[src/rtl/pc_sequencer.sv]
// Fetch PC sequencer: next-PC arbitration, IF/ID/EXE PC pipeline and ISR entry/exit.
// Optional saturating statistics counters exist only when PC_SEQ_STATS_EN is defined.
module pc_sequencer #(
  parameter int unsigned     PC_W     = 11,
  parameter logic [PC_W-1:0] RESET_PC = '0,
  parameter int unsigned     CNT_W    = 16
) (
  input  logic            CLK,
  input  logic            rst,
  input  logic            en,
  input  logic            stall,
  input  logic            if_is_comp,
  input  logic            if_prediction,
  input  logic [PC_W-1:0] if_PBT,
  input  logic            id_is_jump,
  input  logic            id_jump_in_bht,
  input  logic [PC_W-1:0] id_branchtarget,
  input  logic [1:0]      exe_correction,
  input  logic [PC_W-1:0] exe_PBT,
  input  logic [PC_W-1:0] exe_CNI,
  input  logic            int_req,
  input  logic [PC_W-1:0] int_vector,
  input  logic            mret,
  output logic [PC_W-1:0] if_PC,
  output logic [PC_W-1:0] id_PC,
  output logic [PC_W-1:0] exe_PC,
  output logic            id_valid,
  output logic            exe_valid,
  output logic            ISR_running,
  output logic [2:0]      sel_pc
`ifdef PC_SEQ_STATS_EN
  ,
  output logic [CNT_W-1:0] mispredict_cnt,
  output logic [CNT_W-1:0] id_redirect_cnt
`endif
);

  typedef enum logic {StRun, StIsr} state_e;

  state_e          r_state, w_state_d;
  logic [PC_W-1:0] r_if_pc, r_id_pc, r_exe_pc, r_ret_pc;
  logic [PC_W-1:0] w_next_pc, w_seq_pc;
  logic            r_id_valid, r_exe_valid, w_id_valid_d, w_exe_valid_d;
  logic            w_adv, w_mret_hit, w_exe_redir, w_isr_entry, w_id_redir, w_squash_all;
  logic [2:0]      w_sel;

  always_comb begin
    w_adv       = en && !stall;
    w_mret_hit  = (r_state == StIsr) && mret && r_exe_valid;
    w_exe_redir = w_mret_hit || (r_exe_valid && exe_correction[1]);
    // An EXE redirect defers ISR entry; entry is retried on the corrected stream.
    w_isr_entry = (r_state == StRun) && int_req && !w_exe_redir;
    w_id_redir  = r_id_valid && id_is_jump && !id_jump_in_bht;
    w_seq_pc    = r_if_pc + (if_is_comp ? PC_W'(1) : PC_W'(2));

    if (w_isr_entry)                                  w_sel = 3'd4;
    else if (w_mret_hit)                              w_sel = 3'd5;
    else if (r_exe_valid && exe_correction == 2'b11)  w_sel = 3'd3;
    else if (r_exe_valid && exe_correction == 2'b10)  w_sel = 3'd2;
    else if (w_id_redir)                              w_sel = 3'd1;
    else if (if_prediction)                           w_sel = 3'd6;
    else                                              w_sel = 3'd0;

    w_next_pc = w_seq_pc;
    case (w_sel)
      3'd4:    w_next_pc = int_vector;
      3'd5:    w_next_pc = r_ret_pc;
      3'd3:    w_next_pc = exe_PBT;
      3'd2:    w_next_pc = exe_CNI;
      3'd1:    w_next_pc = id_branchtarget;
      3'd6:    w_next_pc = if_PBT;
      default: w_next_pc = w_seq_pc;
    endcase

    w_squash_all  = w_isr_entry || w_exe_redir;
    w_id_valid_d  = !(w_squash_all || (w_sel == 3'd1));
    w_exe_valid_d = !w_squash_all && r_id_valid;

    w_state_d = r_state;
    if (w_isr_entry)     w_state_d = StIsr;
    else if (w_mret_hit) w_state_d = StRun;
  end

  always_ff @(posedge CLK or posedge rst) begin
    if (rst) begin
      r_state     <= StRun;
      r_if_pc     <= RESET_PC;
      r_id_pc     <= '0;
      r_exe_pc    <= '0;
      r_ret_pc    <= '0;
      r_id_valid  <= 1'b0;
      r_exe_valid <= 1'b0;
    end else if (w_adv) begin
      r_state     <= w_state_d;
      r_if_pc     <= w_next_pc;
      r_id_pc     <= r_if_pc;
      r_exe_pc    <= r_id_pc;
      r_id_valid  <= w_id_valid_d;
      r_exe_valid <= w_exe_valid_d;
      if (w_isr_entry) r_ret_pc <= r_id_valid ? r_id_pc : r_if_pc;
    end
  end

  assign if_PC       = r_if_pc;
  assign id_PC       = r_id_pc;
  assign exe_PC      = r_exe_pc;
  assign id_valid    = r_id_valid;
  assign exe_valid   = r_exe_valid;
  assign ISR_running = (r_state == StIsr);
  assign sel_pc      = w_sel;

`ifdef PC_SEQ_STATS_EN
  logic [CNT_W-1:0] r_mis_cnt, r_idr_cnt;

  always_ff @(posedge CLK or posedge rst) begin
    if (rst) begin
      r_mis_cnt <= '0;
      r_idr_cnt <= '0;
    end else if (w_adv) begin
      if ((w_sel == 3'd2 || w_sel == 3'd3) && r_mis_cnt != '1) r_mis_cnt <= r_mis_cnt + CNT_W'(1);
      if (w_sel == 3'd1 && r_idr_cnt != '1) r_idr_cnt <= r_idr_cnt + CNT_W'(1);
    end
  end

  assign mispredict_cnt  = r_mis_cnt;
  assign id_redirect_cnt = r_idr_cnt;
`endif

endmodule

[config.mk]
export PLATFORM = sky130hd
export DESIGN_NAME = pc_sequencer
export DESIGN_NICKNAME = d
export VERILOG_FILES = /design/src/rtl/pc_sequencer.sv
export SDC_FILE = /design/constraint.sdc
export NUM_CORES = 1
export LEC_CHECK = 0
export CAP_MARGIN = 20
export CORE_MARGIN = 5
export CORE_UTILIZATION = 40
export DETAILED_ROUTE_END_ITERATION = 6
export GPL_TIMING_DRIVEN = 1
export PLACE_DENSITY = 0.74
export SLEW_MARGIN = 30
export SYNTH_ARGS = -nofsm -noshare
export SYNTH_HDL_FRONTEND = slang
export SYNTH_SLANG_ARGS = --single-unit
[constraint.sdc]
create_clock -name CLK -period 1.9 [get_ports CLK]
set_input_delay 0.285 -clock CLK [delete_from_list [all_inputs] [get_ports CLK]]
set_output_delay 0.285 -clock CLK [all_outputs]
set_load 0.01 [all_outputs]
==> results.yml <==
floorplan:
  core_region_area_um2: 6719
  start_util_pct: 40.84
  die_area_um2: 8616
  die_x_um: 92.83
  boundaryPins: 106
  core.rowCount: 30
  die_y_um: 92.83
final_layout:
  fin_util_pct: 65.68
  drive_above_1_share_pct: 19.28
  diodes: 0
  final_nets: 541
  nFillCells: 581
  area_growth_pct: 60.83
  fin_area_um2: 4413
  fin_cells: 552
  mostFrequentLayoutCell: "nand2_1"
  final_cell_mix: "nand2_1 (102), clkdlybuf4s50_1 (101), buf_4 (51)"
place:
  portBuffers: 105
  place_ws_ns: -0.3236
  dp_hpwl_um: 7454
  placed_area_um2: 4175
  dp_cells: 537
  place.gp.congestion: 0.9632
detailed_routing:
  drt-total-wl_um: 9759
  drt_iter0_drc: 192
  avgRoutedWirePerCell_um: 17.68
  dr_total_vias: 2986
  ant_nets: 0
  vias_per_cell: 5.409
  drc: 0
  firstDrtPassIters: 4
cts:
  cts_tree: "yes"
  cts_num_sinks: 47
  h-tree-depth: 2
  clock_latency_ns: 0.30
  clockBufferDepth: 2
  hold_buffers: 0
  root_buffer: "clkbuf_8"
  cts.clk_slew.worst_paths_ns: 0.08
  cts_made_buffers: 5
worst_setup_path:
  critPathLaunchType: "primary input"
  required_ns: 2.09
  crit_path_end_kind: "flop"
  path_max_fanout: 7
  path_class: "primary input to flop"
  arrival_ns: 2.10
synth:
  netlist_area_um2: 2744
  syn_nets: 398
  synth_top_area_cell: "dfrtp_1"
  synth_cell_type_count: 47
  synth_top_area_share_pct: 42.86
  synth_edf_count: 0
  syn_avg_cell_area_um2: 8.365
  ys_seq_elements: 47
  synthCells: 328
  ys.flop_type: "dfrtp_1"
  async_flop_share_pct: 100.0
  ys_seq_area_share_pct: 42.86
  synthTopCellsByArea: "dfrtp_1 (43%), nand2_1 (14%), mux2i_1 (7.7%)"
  yosys_warnings: 0
power:
  total_leakage_power_nw: 1.977
  peakVddDrop_mv: 0.8116
  power_mw: 5.063
  power.density_nw_per_um2: 1147
hold_path:
  hold_class: "primary input to async pin"
sta:
  rsz0062_at_grt: "yes"
  fin_crit_sh_pct: 100.6
  tightest_slew_ns: 0.3785
  whs_ns: 0.2766
  setup_tns_ns: -0.01156
  worst_slack_ns: -0.01156
  hold_viol: 0
  skew_ns: 0.007663
  period_minus_slack_ns: 1.912
  finalSetupViolCount: 1
  fmax_mhz: 523.1
  drv_slew: 0
  slew_headroom_pct: 74.73
grt:
  grt_pass1_vias: 2984
  grt_max_degree: 33
  grt_pass1_wl_um: 15300
  overflow: 0
  antenna_found_initial: 0
  grt_usage_pct: 22.47
flow_run:
  drv_cap: 0
run_status:
  violations: "setup timing"
  status: "complete, but fails checks"
flip-flops by register name, summed over array words and instances, names as in the netlist:
| name | cells |
|---|---|
| r_ret_pc | 11 |
| if_PC | 11 |
| ISR_running | 1 |
| exe_PC | 11 |
| id_PC | 11 |
| id_valid | 1 |
| exe_valid | 1 |
final cells by class:
cell class | instances | area [µm²] | share of cell area, %
inverter | 2 | 7.507 | 0.1701
sequential | 47 | 1176 | 26.65
tap | 80 | 100.1 | 2.268
clock buffer | 5 | 68.82 | 1.559
timing repair buffer | 161 | 1496 | 33.91
multi-input combinational | 254 | 1549 | 35.10
clock inverter | 3 | 15.01 | 0.3402
power breakdown:
| part | total (mW) | switching [mW] | internal [mW] |
|---|---|---|---|
| Clock | 0.587 | 0.335 | 0.252 |
| Sequential | 1.77 | 0.377 | 1.40 |
| Combinational | 2.70 | 1.26 | 1.44 |
logic make-up (layout without fill, tap and decap cells):
| group | count (synthesis) | after routing | synth area share, % |
|---|---|---|---|
| adders and majority gates | 3 | 3 | 1.641 |
| DFF | 47 | 47 | 42.86 |
| buffers and inverters | 27 | 171 | 4.469 |
| and+or+nand+nor | 155 | 155 | 25.44 |
| AOI/OAI and AO/OA | 75 | 75 | 17.92 |
| muxes | 21 | 21 | 7.661 |
per-layer routing:
metal / wire, µm / up-vias / global-route usage (%)
met5: 0 / - / 0
met4: 89 / 0 / 4.274
met3: 817 / 11 / 5.199
met2: 4521 / 115 / 37.25
met1: 4330 / 1409 / 30.21
li1: - / 1451 / -
cells in the mapped netlist, types with 3 or more instances:
master and n:
o21ai_0 24, nor3_1 13, buf_2 5, a2111oi_0 4, a311oi_1 4, nand3b_1 6
a31oi_1 3, a211oi_1 3, o211ai_1 4, dfrtp_1 47, mux2i_1 21, nand3_1 7
buf_1 5, a22o_1 3, nand2_1 103, nor2_1 8, a21oi_1 15, clkbuf_1 13
timing repair:
item,4_1_cts,5_1_grt
endpoints found under the setup margin,5,10
pin swaps,3,5
gates resized for setup,12,27
setup buffers,4,3
final timing paths:
check                              end         from  slack, ns  depth (start not counted)
max reg2reg                   if_PC[6]  ISR_running          0                          8
min reg2reg                  exe_PC[5]    exe_PC[5]       0.48                          2
max in group asynchronous     if_PC[6]          rst       1.13                          3
max                           if_PC[6]      int_req      -0.01                          8
min in group CLK           ISR_running         mret       0.46                          4
min                          exe_PC[8]          rst       0.28                          2
critical path: stages:
cell and delay [ns]:
clkdlybuf4s50_1 0.40, nor2b_2 0.17, buf_4 0.15, or3_4 0.43, buf_4 0.16, nor4_1 0.31
a31oi_1 0.09, o21a_1 0.11
(Power assumes the default switching activity.)
